## src/rtl/bus_mailbox_slave_if.sv

```systemverilog
// Bus and fabric handshake signals of the mailbox slave.
// The master modport is the bridge plus fabric side, and the slave modport is the mailbox.
interface bus_mailbox_slave_if;
  logic [31:0] bus_addr;
  logic [31:0] bus_wdata;
  logic        bus_we;
  logic        bus_re;
  logic [31:0] bus_rdata;
  logic        bus_ack;
  logic [31:0] dl_data;
  logic        dl_valid;
  logic        dl_ready;
  logic [31:0] ul_data;
  logic        ul_valid;
  logic        ul_ready;

  modport slave (
    input  bus_addr, bus_wdata, bus_we, bus_re, dl_ready, ul_data, ul_valid,
    output bus_rdata, bus_ack, dl_data, dl_valid, ul_ready
  );

  modport master (
    output bus_addr, bus_wdata, bus_we, bus_re, dl_ready, ul_data, ul_valid,
    input  bus_rdata, bus_ack, dl_data, dl_valid, ul_ready
  );
endinterface

```

## src/rtl/bus_mailbox_slave.sv

```systemverilog
// Two-way mailbox on the bridge bus.
// The downlink FIFO is fed by host DATA writes, and the uplink FIFO is drained by host DATA reads.
module bus_mailbox_slave #(
  parameter logic [31:0] ADDRVAL    = 32'h2000_0000,
  parameter int          DEPTH_LOG2 = 4
) (
  input logic               i_clk,
  input logic               i_rstn,
  bus_mailbox_slave_if.slave bus
);
  localparam int          DEPTH  = 1 << DEPTH_LOG2;
  localparam int          CW     = DEPTH_LOG2 + 1;
  localparam logic [CW-1:0] CNT_FULL = CW'(DEPTH);
  localparam logic [31:0] A_DATA = ADDRVAL;
  localparam logic [31:0] A_STAT = ADDRVAL + 32'd1;
  localparam logic [31:0] A_CTRL = ADDRVAL + 32'd2;

  logic [31:0]           dl_mem [DEPTH];
  logic [31:0]           ul_mem [DEPTH];
  logic [DEPTH_LOG2-1:0] dl_wr, dl_rd, ul_wr, ul_rd;
  logic [CW-1:0]         dl_cnt, ul_cnt, dl_cnt_nxt, ul_cnt_nxt;
  logic                  dl_ovf, ul_unf, ack_q, ul_ready_q;
  logic [31:0]           rdata_q, rd_val;

  logic hit_data_w, hit_ctrl_w, hit_data_r, hit_any_r;
  logic dl_full, dl_empty, ul_full, ul_empty;
  logic dl_push, dl_pop, ul_push, ul_pop, flush, clr;
  logic [7:0] dl_cnt8, ul_cnt8;

  always_comb begin
    hit_data_w = bus.bus_we && (bus.bus_addr == A_DATA);
    hit_ctrl_w = bus.bus_we && (bus.bus_addr == A_CTRL);
    hit_data_r = bus.bus_re && (bus.bus_addr == A_DATA);
    hit_any_r  = bus.bus_re && ((bus.bus_addr == A_DATA) || (bus.bus_addr == A_STAT) ||
                                (bus.bus_addr == A_CTRL));
    dl_full  = (dl_cnt == CNT_FULL);
    dl_empty = (dl_cnt == '0);
    ul_full  = (ul_cnt == CNT_FULL);
    ul_empty = (ul_cnt == '0);
    // Full/empty are judged on the pre-cycle state, so a same-cycle pop never frees room for a push.
    dl_push  = hit_data_w && !dl_full;
    dl_pop   = !dl_empty && bus.dl_ready;
    ul_push  = bus.ul_valid && ul_ready_q;
    ul_pop   = hit_data_r && !ul_empty;
    flush    = hit_ctrl_w && bus.bus_wdata[1];
    clr      = hit_ctrl_w && bus.bus_wdata[0];
    dl_cnt_nxt = flush ? '0 : dl_cnt + CW'(dl_push) - CW'(dl_pop);
    ul_cnt_nxt = flush ? '0 : ul_cnt + CW'(ul_push) - CW'(ul_pop);
    dl_cnt8  = 8'(dl_cnt);
    ul_cnt8  = 8'(ul_cnt);
  end

  always_comb begin
    rd_val = 32'd0;
    if (bus.bus_addr == A_DATA)
      rd_val = ul_empty ? 32'd0 : ul_mem[ul_rd];
    else if (bus.bus_addr == A_STAT)
      rd_val = {dl_ovf, ul_unf, dl_full, ul_empty, 4'd0, ul_cnt8, 8'd0, dl_cnt8};
  end

  always_ff @(posedge i_clk or negedge i_rstn) begin
    if (!i_rstn) begin
      dl_wr      <= '0;
      dl_rd      <= '0;
      ul_wr      <= '0;
      ul_rd      <= '0;
      dl_cnt     <= '0;
      ul_cnt     <= '0;
      dl_ovf     <= 1'b0;
      ul_unf     <= 1'b0;
      ack_q      <= 1'b0;
      rdata_q    <= 32'd0;
      ul_ready_q <= 1'b0;
    end else begin
      if (flush) begin
        dl_wr <= '0;
        dl_rd <= '0;
        ul_wr <= '0;
        ul_rd <= '0;
      end else begin
        if (dl_push) dl_wr <= dl_wr + DEPTH_LOG2'(1);
        if (dl_pop)  dl_rd <= dl_rd + DEPTH_LOG2'(1);
        if (ul_push) ul_wr <= ul_wr + DEPTH_LOG2'(1);
        if (ul_pop)  ul_rd <= ul_rd + DEPTH_LOG2'(1);
      end
      dl_cnt     <= dl_cnt_nxt;
      ul_cnt     <= ul_cnt_nxt;
      ul_ready_q <= (ul_cnt_nxt != CNT_FULL);
      // A new event in the same cycle as a clear leaves its flag set.
      dl_ovf     <= (hit_data_w && dl_full) || (dl_ovf && !clr);
      ul_unf     <= (hit_data_r && ul_empty) || (ul_unf && !clr);
      ack_q      <= hit_any_r;
      rdata_q    <= hit_any_r ? rd_val : 32'd0;
    end
  end

  always_ff @(posedge i_clk) begin
    if (dl_push) dl_mem[dl_wr] <= bus.bus_wdata;
    if (ul_push) ul_mem[ul_wr] <= bus.ul_data;
  end

  assign bus.dl_data   = dl_empty ? 32'd0 : dl_mem[dl_rd];
  assign bus.dl_valid  = !dl_empty;
  assign bus.ul_ready  = ul_ready_q;
  assign bus.bus_ack   = ack_q;
  assign bus.bus_rdata = rdata_q;
endmodule

```

## src/flat_wrapper.sv

```systemverilog
// flat-port wrapper written by rule: the top's interface ports become plain ports
module bus_mailbox_slave_flat 
#(
  parameter logic [31:0] ADDRVAL    = 32'h2000_0000,
  parameter int          DEPTH_LOG2 = 4
)
  (i_clk, i_rstn, bus_bus_addr, bus_bus_wdata, bus_bus_we, bus_bus_re, bus_dl_ready, bus_ul_data, bus_ul_valid, bus_bus_rdata, bus_bus_ack, bus_dl_data, bus_dl_valid, bus_ul_ready);
  bus_mailbox_slave_if bus_i ();
  input logic i_clk;
  input logic i_rstn;
  input wire logic [$bits(bus_i.bus_addr)-1:0] bus_bus_addr;
  input wire logic [$bits(bus_i.bus_wdata)-1:0] bus_bus_wdata;
  input wire logic [$bits(bus_i.bus_we)-1:0] bus_bus_we;
  input wire logic [$bits(bus_i.bus_re)-1:0] bus_bus_re;
  input wire logic [$bits(bus_i.dl_ready)-1:0] bus_dl_ready;
  input wire logic [$bits(bus_i.ul_data)-1:0] bus_ul_data;
  input wire logic [$bits(bus_i.ul_valid)-1:0] bus_ul_valid;
  output wire logic [$bits(bus_i.bus_rdata)-1:0] bus_bus_rdata;
  output wire logic [$bits(bus_i.bus_ack)-1:0] bus_bus_ack;
  output wire logic [$bits(bus_i.dl_data)-1:0] bus_dl_data;
  output wire logic [$bits(bus_i.dl_valid)-1:0] bus_dl_valid;
  output wire logic [$bits(bus_i.ul_ready)-1:0] bus_ul_ready;
  assign bus_i.bus_addr = bus_bus_addr;
  assign bus_i.bus_wdata = bus_bus_wdata;
  assign bus_i.bus_we = bus_bus_we;
  assign bus_i.bus_re = bus_bus_re;
  assign bus_i.dl_ready = bus_dl_ready;
  assign bus_i.ul_data = bus_ul_data;
  assign bus_i.ul_valid = bus_ul_valid;
  assign bus_bus_rdata = bus_i.bus_rdata;
  assign bus_bus_ack = bus_i.bus_ack;
  assign bus_dl_data = bus_i.dl_data;
  assign bus_dl_valid = bus_i.dl_valid;
  assign bus_ul_ready = bus_i.ul_ready;
  bus_mailbox_slave #(.ADDRVAL(ADDRVAL), .DEPTH_LOG2(DEPTH_LOG2)) u_core (.i_clk(i_clk), .i_rstn(i_rstn), .bus(bus_i));
endmodule
```

## config.mk

```make
export PLATFORM = sky130hd
export DESIGN_NAME = bus_mailbox_slave_flat
export DESIGN_NICKNAME = d
export VERILOG_FILES = /design/src/rtl/bus_mailbox_slave_if.sv /design/src/rtl/bus_mailbox_slave.sv /design/src/flat_wrapper.sv
export SDC_FILE = /design/constraint.sdc
export NUM_CORES = 1
export LEC_CHECK = 0
export ABC_CLOCK_PERIOD_IN_PS = 7800
export CORE_ASPECT_RATIO = 2
export CORE_MARGIN = 4
export CORE_UTILIZATION = 50
export CTS_BUF_LIST = sky130_fd_sc_hd__clkbuf_8
export DETAILED_ROUTE_END_ITERATION = 7
export PLACE_DENSITY_LB_ADDON = 0.25
export SYNTH_ARGS = -nofsm -noshare
export SYNTH_HDL_FRONTEND = slang
export SYNTH_SLANG_ARGS = --single-unit
```

## constraint.sdc

```tcl
create_clock -name i_clk -period 7.8 [get_ports i_clk]
set_input_delay 1.56 -clock i_clk [delete_from_list [all_inputs] [get_ports i_clk]]
set_output_delay 1.56 -clock i_clk [all_outputs]
set_load 0.02 [all_outputs]
```

==> results of run 1 <==
==> through the flow <==
stage,instances,utilization
global placement,3024,0.542
floorplan,1854,-
global route,3300,0.577
CTS,3298,0.577
finish,3302,0.577
detailed placement,3024,0.542
==> critical path: cells and delay by family (launching register included) <==
family,cells,cell delay (ns)
flip-flops,1,0.90
buffers and inverters,2,1.24
AND/OR/NAND/NOR,1,0.18
multiplexers,2,0.92
==> sequential cells by signal, summed over array words and instances, names as in the netlist <==
name / count
u_core.ul_rd: 4
u_core.ul_mem: 512
u_core.dl_cnt: 5
u_core.dl_mem: 512
u_core.bus.bus_ack: 1
u_core.ul_cnt: 5
u_core.bus.ul_ready: 1
u_core.bus.bus_rdata: 32
u_core.ul_unf: 1
u_core.dl_ovf: 1
u_core.dl_wr: 4
u_core.ul_wr: 4
u_core.dl_rd: 4
==> area by class of cell <==
type,instances,area [µm²],share of cell area
multi-input combinational,641,9080,0.190
clock inverter,114,714,0.0150
inverter,32,120,0.00251
antenna,4,10.0,0.000210
timing repair buffer,208,2000,0.0420
tap,1057,1320,0.0277
clock buffer,160,2200,0.0461
sequential,1086,32300,0.677
==> cell usage after synthesis, types with 3 or more instances <==
cell type,n,share of area
nor2b_1,16,0.0024
mux2_2,14,0.0038
dfrtp_1,62,0.037
xor2_1,7,0.0015
or4_1,3,0.00054
a221oi_1,8,0.0017
a22oi_1,8,0.0014
o21ai_0,24,0.0029
xnor2_1,10,0.0021
nor2_1,40,0.0036
nand4_1,4,0.00060
buf_1,9,0.00081
edfxtp_1,1024,0.73
nor4_1,15,0.0022
and2_1,48,0.0072
mux2i_1,33,0.0079
buf_4,7,0.0013
nand2b_1,4,0.00060
and3_1,6,0.00090
a221o_1,3,0.00072
inv_1,31,0.0028
a22o_1,11,0.0023
nand2_1,13,0.0012
a21oi_1,28,0.0033
clkbuf_1,44,0.0039
nand3_1,8,0.00096
buf_6,3,0.00081
buf_2,32,0.0038
ha_1,22,0.0066
mux4_2,286,0.15
o221ai_1,3,0.00063
nor3_1,3,0.00036
==> metal layers <==
layer  GRT usage  part of all wire  vias up
met5           0           0.00037        -
met4      0.0776             0.030        6
met3      0.0367             0.054      168
met2       0.380              0.55      682
met1       0.256              0.37    10440
li1            -                 -     8293
==> cell families after synthesis <==
kind of cell / Yosys count
compound gates: 92
xor+xnor: 17
fa+ha+maj: 24
buf+inv: 127
flops: 1086
mux: 333
simple gates: 175
==> worst max path at each step <==
stage	startpoint	to	slack [ns]	depth (start not counted)
floorplan	bus_bus_addr[3]	u_core.dl_mem[3][0]$_DFFE_PP_	1.54	5
global placement	bus_bus_addr[25]	u_core.bus.ul_ready$_DFF_PN0_	2.37	15
detailed placement	bus_bus_addr[3]	u_core.bus.ul_ready$_DFF_PN0_	2.24	15
CTS	u_core.dl_rd[0]$_DFFE_PN0P_	bus_dl_data[30]	2.01	5
global route	u_core.dl_rd[0]$_DFFE_PN0P_	bus_dl_data[30]	1.94	5
finish	u_core.dl_rd[1]$_DFFE_PN0P_	bus_dl_data[31]	2.15	5
==> where the power goes <==
part	total [W]	internal, W	leakage [nW]	switching [W]
clock network	0.00422	0.00217	1.63	0.00205
registers	0.00701	0.00673	10.0	0.000278
logic	0.00293	0.00151	3.49	0.00142
==> reports/summary.txt, run 1 <==
final hold viol count: 0
gr ovfl total: 0
final setup fails: 0
Fin Setup TNS: 0 ns
cts bufs inserted: 148
FF-to-FF path depth: 16
row count: 149
Overall Power: 0.0142 W
Die ar.: 88700 µm²
Pre-Repair DR Iteration Count: 5
clock buffer depth: 3
clock tree from TritonCTS: yes
Chip Height: 417 µm
area delta synth->final: 14.2%
initial antenna violation count: 8
Initial DRC Count: 1702
fin area: 47800 µm²
starting density of the core: 0.505
register bit total from synthesis: 1086
# DRC: 0
Synth Instances: 1854
post-route setup slack: 2.15 ns
Arrival @ worst endpoint: 4.09 ns
GR Util All Layers: 0.212
RSZ-0062 raised after global routing: no
max incr delay on CP: 0.90 ns
commonest non-fill, non-tap cell in the layout: edfxtp_1
Routed Antenna Nets: 0
main combinational cell family by area after synthesis: multiplexers
Crit Path Max Fanout: 49
setup bufs post-CTS: 0
Main synth FF type: edfxtp_1
Hold Crit Class: reg2reg
Synth cell types: 50
vias after detailed routing: 19589
final worst-path cycle share: 0.724
worst setup skew after layout: 0.0223 ns
CP Class: reg2out
Synth Area in Adders: 0.00754
CTS clock-pin slew for the worst setup and hold paths: 0.07 ns
first-pass GRT wire length: 137 mm
worst hold start: u_core.ul_unf$_DFF_PN0_
simple logic cell fraction of the synthesized area: 0.0235
crit path cell chain: buf_4 -> mux4_2 -> mux4_2 -> and2_1 -> clkdlybuf4s50_1
Slew Viols, Final: 0
Tmin final: 5.65 ns
number of flops mapped to enable cells by yosys: 1024
maximum vdd ir drop: 183 µV
Setup crit end kind: output pin
fin nets: 2243
clk_lat worst skew: 0.77 ns
most frequent cells in the layout: 1024 x edfxtp_1, 286 x mux4_2, 167 x clkdlybuf4s50_1, 160 x clkbuf_8, 76 x inv_1
DR vias/cell: 5.93
WP data required: 6.24 ns
reg-to-reg critical path startpoint: u_core.ul_cnt[3]$_DFF_PN0_
Leakage: 15.2 nW
Slowest-stage cell, CP: dfrtp_4
Gates resized, CTS repair: 0
Ys Warns: 0
Final HPWL DP: 51.9 mm
Synth Area in Compound Gates: 0.0143
largest net degree at the start of global routing: 98
number of global-route vias before repair: 21333
IO Count: 169
Worst R2R Setup Slack: 3.86 ns
hold endpoint: u_core.ul_unf$_DFF_PN0_
htree depth: 4
final hold slack: 0.519 ns
Die W: 213 µm
xor and xnor area share after synthesis: 0.00356
Post-Synthesis Net Count: 1980
Post-Route WL: 92.5 mm
sequential share of the synthesized area: 0.772
mux cell area share after synthesis: 0.166
cell area after synthesis: 41800 µm²
Max Cap Viol: 0
most frequent CP cell: mux4_2
Clock Sinks: 1086
r2r endpoint: u_core.bus.ul_ready$_DFF_PN0_
Mean Syn Cell Area: 22.6 µm²
Placed Area: 44800 µm²
# port buffers: 168
CTS hold repair buffers: 0
Clock Root Buffer: clkbuf_8
routability cong.: 0.759
Achievable Freq: 177 MHz
core area: 82800 µm²
fill count: 6131
share of cells above drive strength 1: 0.260
worst slew pin tran: 1.28 ns
Hold Path Depth: 1
Worst slew margin: 0.137
fraction of registers with async set/reset: 0.0571
post-DR wirelength/cell: 28.0 µm
pre-CTS setup slack: 2.24 ns
PwrDens: 296 nW/µm²
outcome: complete, no violations
Worst Setup Start Kind: flop
Power figures use the tool's default switching activity.
==> run 2: changes to the inputs <==
--- a/config.mk
+++ b/config.mk
@@ -5,7 +5,7 @@
 export SDC_FILE = /design/constraint.sdc
 export NUM_CORES = 1
 export LEC_CHECK = 0
-export ABC_CLOCK_PERIOD_IN_PS = 7800
+export ABC_CLOCK_PERIOD_IN_PS = 5000
 export CORE_ASPECT_RATIO = 2
 export CORE_MARGIN = 4
 export CORE_UTILIZATION = 50
==> constraint.sdc (replaced) <==
create_clock -name i_clk -period 5 [get_ports i_clk]
set_input_delay 1 -clock i_clk [delete_from_list [all_inputs] [get_ports i_clk]]
set_output_delay 1 -clock i_clk [all_outputs]
set_load 0.02 [all_outputs]
==> reports/summary.txt, run 2 (same netlist as run 1, synthesis figures left out) <==
final setup fails: 0
Setup crit end kind: output pin
r2r endpoint: u_core.bus.ul_ready$_DFF_PN0_
worst slew pin tran: 1.14 ns
most frequent CP cell: mux4_2
DR vias/cell: 5.98
CP delay by family, top: multiplexers
Slowest-stage cell, CP: dfrtp_4
RSZ-0062 raised after global routing: no
worst setup skew after layout: 0.0292 ns
CP Class: reg2out
final hold viol count: 0
Worst slew margin: 0.238
core area: 82800 µm²
cts bufs inserted: 148
share of cells above drive strength 1: 0.272
CTS clock-pin slew for the worst setup and hold paths: 0.06 ns
first-pass GRT wire length: 140 mm
Slew Viols, Final: 0
Crit Path Max Fanout: 17
Arrival @ worst endpoint: 3.66 ns
routability cong.: 0.786
WP data required: 4.00 ns
Fin Setup TNS: 0 ns
fin nets: 2276
final worst-path cycle share: 0.932
max incr delay on CP: 0.70 ns
# DRC: 0
most frequent cells in the layout: 1024 x edfxtp_1, 286 x mux4_2, 167 x clkdlybuf4s50_1, 163 x clkbuf_8, 80 x inv_1
crit path cell chain: buf_4 -> mux4_2 -> mux4_2 -> and2_1 -> clkdlybuf4s50_1
Chip Height: 417 µm
worst setup path startpoint: u_core.dl_rd[0]$_DFFE_PN0P_
Pre-Repair DR Iteration Count: 7
Worst R2R Setup Slack: 1.48 ns
area delta synth->final: 15.0%
crit path to: bus_dl_data[6]
IO Count: 169
Overall Power: 0.0221 W
reg-to-reg critical path startpoint: u_core.ul_cnt[2]$_DFF_PN0_
largest net degree at the start of global routing: 65
post-DR wirelength/cell: 28.7 µm
Clock Root Buffer: clkbuf_8
Max Cap Viol: 0
htree depth: 4
Leakage: 15.4 nW
Bufs and invs on worst path: 2
PwrDens: 459 nW/µm²
maximum vdd ir drop: 260 µV
Tmin final: 4.66 ns
starting density of the core: 0.505
GR Util All Layers: 0.218
clk_lat worst skew: 0.79 ns
FF-to-FF path depth: 16
Final HPWL DP: 55.3 mm
initial antenna violation count: 10
clock buffer depth: 3
clock tree from TritonCTS: yes
row count: 149
Worst Setup Start Kind: flop
vias after detailed routing: 19888
Hold Crit Class: in2async
Routed Antenna Nets: 0
Initial DRC Count: 1707
Gates resized, CTS repair: 0
gr ovfl total: 0
outcome: complete, no violations
Clock Sinks: 1086
Achievable Freq: 215 MHz
critical path depth: 5
# port buffers: 168
Die ar.: 88700 µm²
Post-Route WL: 95.3 mm
number of global-route vias before repair: 21541
pre-CTS setup slack: 0.366 ns
post-route setup slack: 0.342 ns
commonest non-fill, non-tap cell in the layout: edfxtp_1
Die W: 213 µm
run 2: cell types whose count changed in the layout (fill, tap and decap cells not counted):
cell	delta
inv_1	+4
buf_4	+16
buf_12	+17
diode_2	+4
clkinv_1	-16
clkinv_2	+7
bufinv_16	-3
inv_8	-2
inv_6	+2
clkinvlp_4	-7
clkbuf_8	+3
run 2: cell type report:
| type | instances | area [µm²] |
|---|---|---|
| clock inverters | 99 | 557 |
| inverters | 32 | 120 |
| diodes | 8 | 20.0 |
| well taps | 1057 | 1320 |
| flip-flops and latches | 1086 | 32300 |
| fillers | 6027 | 34600 |
| repair buffers | 241 | 2460 |
| multi-input cells | 641 | 9080 |
| clock buffers | 163 | 2240 |
run 2: metrics by stage:
| step | cell area (µm²) | util | hold WS (ns) | std cells |
|---|---|---|---|---|
| floorplan | 41800 | - | 0.466 | 1854 |
| global placement | 45300 | 0.547 | 0.498 | 3056 |
| detailed placement | 45300 | 0.547 | 0.498 | 3056 |
| CTS | 48100 | 0.581 | 0.196 | 3319 |
| global route | 48100 | 0.581 | 0.251 | 3322 |
| finish | 48100 | 0.581 | 0.263 | 3327 |
run 2: worst register-to-register path, stage by stage, from the launching register on:
cell and delay [ns]:
dfrtp_1 0.42, inv_1 0.09, ha_1 0.20, or4b_1 0.35, nand2_1 0.08, or4_1 0.43
inv_1 0.15, ha_1 0.25, inv_1 0.06, ha_1 0.15, inv_1 0.06, fa_1 0.43
inv_1 0.08, a21oi_1 0.06, o21bai_1 0.15, xnor2_1 0.11, or3_1 0.35
run 2: how the worst min path moves through the flow:
stage / start / endpoint / slack, ns / cells after the start
global route: i_rstn / u_core.bus.bus_rdata[20]$_DFF_PN0_ / 0.25 / 1
detailed placement: u_core.ul_unf$_DFF_PN0_ / u_core.ul_unf$_DFF_PN0_ / 0.50 / 1
floorplan: u_core.dl_ovf$_DFF_PN0_ / u_core.dl_ovf$_DFF_PN0_ / 0.47 / 1
CTS: i_rstn / u_core.ul_cnt[3]$_DFF_PN0_ / 0.20 / 1
global placement: u_core.ul_unf$_DFF_PN0_ / u_core.ul_unf$_DFF_PN0_ / 0.50 / 1
finish: i_rstn / u_core.bus.bus_rdata[19]$_DFF_PN0_ / 0.26 / 1
run 2: power breakdown:
group	internal, W	switching (W)	total (W)
sequential	0.0105	0.000375	0.0109
clock	0.00326	0.00321	0.00646
combinational	0.00245	0.00232	0.00476
total	0.0162	0.00590	0.0221
run 2: repair_timing:
item,in CTS,in global routing
setup buffers,1,0
hold buffers,0,0
endpoints found under the setup margin,2,0
run 2: routing by layer:
metal | vias up | share of wire | track usage
li1 | 8359 | - | -
met1 | 10614 | 0.36 | 0.259
met2 | 716 | 0.55 | 0.397
met3 | 193 | 0.059 | 0.0395
met4 | 6 | 0.030 | 0.0762
met5 | - | 0.00047 | 0
==> run 3: changes to the inputs <==
--- a/config.mk
+++ b/config.mk
@@ -12,6 +12,7 @@
 export CTS_BUF_LIST = sky130_fd_sc_hd__clkbuf_8
 export DETAILED_ROUTE_END_ITERATION = 7
 export PLACE_DENSITY_LB_ADDON = 0.25
+export RECOVER_POWER = 100
 export SYNTH_ARGS = -nofsm -noshare
 export SYNTH_HDL_FRONTEND = slang
 export SYNTH_SLANG_ARGS = --single-unit
==> reports/summary.txt, run 3 (same netlist as run 1, synthesis figures left out) <==
outcome: complete, but fails checks
failing checks: capacitance limit, slew limit
fin area: 47700 µm²
cts bufs inserted: 148
final worst-path cycle share: 0.950
routability cong.: 0.786
row count: 149
Finished Layout Cells: 3328
Setup crit end kind: output pin
vias after detailed routing: 19851
Achievable Freq: 211 MHz
WP data required: 4.00 ns
Hold Crit Class: reg2reg
DR vias/cell: 5.96
post-route setup slack: 0.252 ns
Arrival @ worst endpoint: 3.75 ns
RSZ-0062 raised after global routing: no
Leakage: 15.3 nW
Multi-input gate area: 9030 µm²
Gates resized, CTS repair: 0
Core Util, Final: 0.577
Die ar.: 88700 µm²
worst setup skew after layout: 0.0296 ns
number of global-route vias before repair: 21541
largest net degree at the start of global routing: 65
Clock Root Buffer: clkbuf_8
gr ovfl total: 0
# port buffers: 168
reg-to-reg critical path startpoint: u_core.dl_cnt[3]$_DFF_PN0_
Die W: 213 µm
htree depth: 4
Tmin final: 4.75 ns
fill count: 6089
final setup fails: 0
CP Class: reg2out
pre-CTS setup slack: 0.366 ns
# DRC: 0
Final HPWL DP: 55.3 mm
Chip Height: 417 µm
fin nets: 2276
Crit Path Max Fanout: 23
Initial DRC Count: 1649
clock buffer depth: 3
Post-Route WL: 95.2 mm
Clock Sinks: 1086
share of cells above drive strength 1: 0.248
Fin Setup TNS: 0 ns
worst setup path startpoint: u_core.dl_rd[1]$_DFFE_PN0P_
maximum vdd ir drop: 260 µV
core area: 82800 µm²
placed cell count: 3056
clock tree from TritonCTS: yes
Max Cap Viol: 17
final hold viol count: 0
PwrDens: 461 nW/µm²
Worst slew margin: -1.16
Worst Setup Start Kind: flop
Routed Antenna Nets: 0
IO Count: 169
first-pass GRT wire length: 140 mm
initial antenna violation count: 16
Slew Viols, Final: 488
clk_lat worst skew: 0.79 ns
Placed Area: 45300 µm²
worst hold start: u_core.ul_unf$_DFF_PN0_
Pre-Repair DR Iteration Count: 5
commonest non-fill, non-tap cell in the layout: edfxtp_1
worst slew pin tran: 3.23 ns
CTS clock-pin slew for the worst setup and hold paths: 0.07 ns
starting density of the core: 0.505
most frequent cells in the layout: 1024 x edfxtp_1, 286 x mux4_2, 163 x clkbuf_8, 108 x dlygate4sd3_1, 81 x inv_1
register area: 32300 µm²
area delta synth->final: 14.1%
post-DR wirelength/cell: 28.6 µm
GR Util All Layers: 0.218
-- run 3: timing repair --
item	4_1_cts	5_1_grt
hold buffers	0	0
endpoints found under the setup margin	2	0
buffers inserted	1	0
-- run 3: power by group --
part	total (W)	internal (W)	switching, W
clock	0.00646	0.00326	0.00321
combinational	0.00467	0.00236	0.00231
sequential	0.0109	0.0105	0.000371
total	0.0220	0.0161	0.00589
-- run 3: metal layers --
| metal | track usage | share of wire | vias to the layer above |
|---|---|---|---|
| met1 | 0.259 | 0.35 | 10548 |
| met2 | 0.397 | 0.55 | 734 |
| li1 | - | - | 8358 |
| met5 | 0 | 0.00061 | - |
| met4 | 0.0762 | 0.031 | 8 |
| met3 | 0.0395 | 0.060 | 203 |
-- run 3: per-stage QoR --
stage	hold WS, ns	total power (W)
2_1_floorplan	0.466	0.0140
5_1_grt	0.516	0.0230
6_report	0.508	0.0220
3_5_place_dp	0.498	0.0159
4_1_cts	0.196	0.0224
3_3_place_gp	0.498	0.0158
-- run 3: critical path, stage by stage, from the launching register on --
cell	delay, ns
dfrtp_4	0.61
clkbuf_2	0.61
mux4_2	0.43
mux4_2	0.48
and2_1	0.16
dlygate4sd3_1	0.64
-- run 3: layout make-up --
cell class | count | share of cell area
inverter | 32 | 0.00252
clock buffer | 163 | 0.0470
multi-input combinational | 641 | 0.189
timing repair buffer | 241 | 0.0447
tap | 1057 | 0.0277
clock inverter | 99 | 0.0117
antenna | 9 | 0.000472
sequential | 1086 | 0.677
-- run 3: worst paths after layout --
kind                       depth (start not counted)                                  to  slack [ns]
max                                                5                     bus_dl_data[17]        0.25
min                                                1             u_core.ul_unf$_DFF_PN0_        0.51
max reg2reg                                       10       u_core.dl_mem[8][5]$_DFFE_PP_        0.68
min reg2reg                                        1             u_core.ul_unf$_DFF_PN0_        0.51
max in group asynchronous                          2         u_core.dl_rd[0]$_DFFE_PN0P_        1.07
min in group asynchronous                          1  u_core.bus.bus_rdata[19]$_DFF_PN0_        1.13
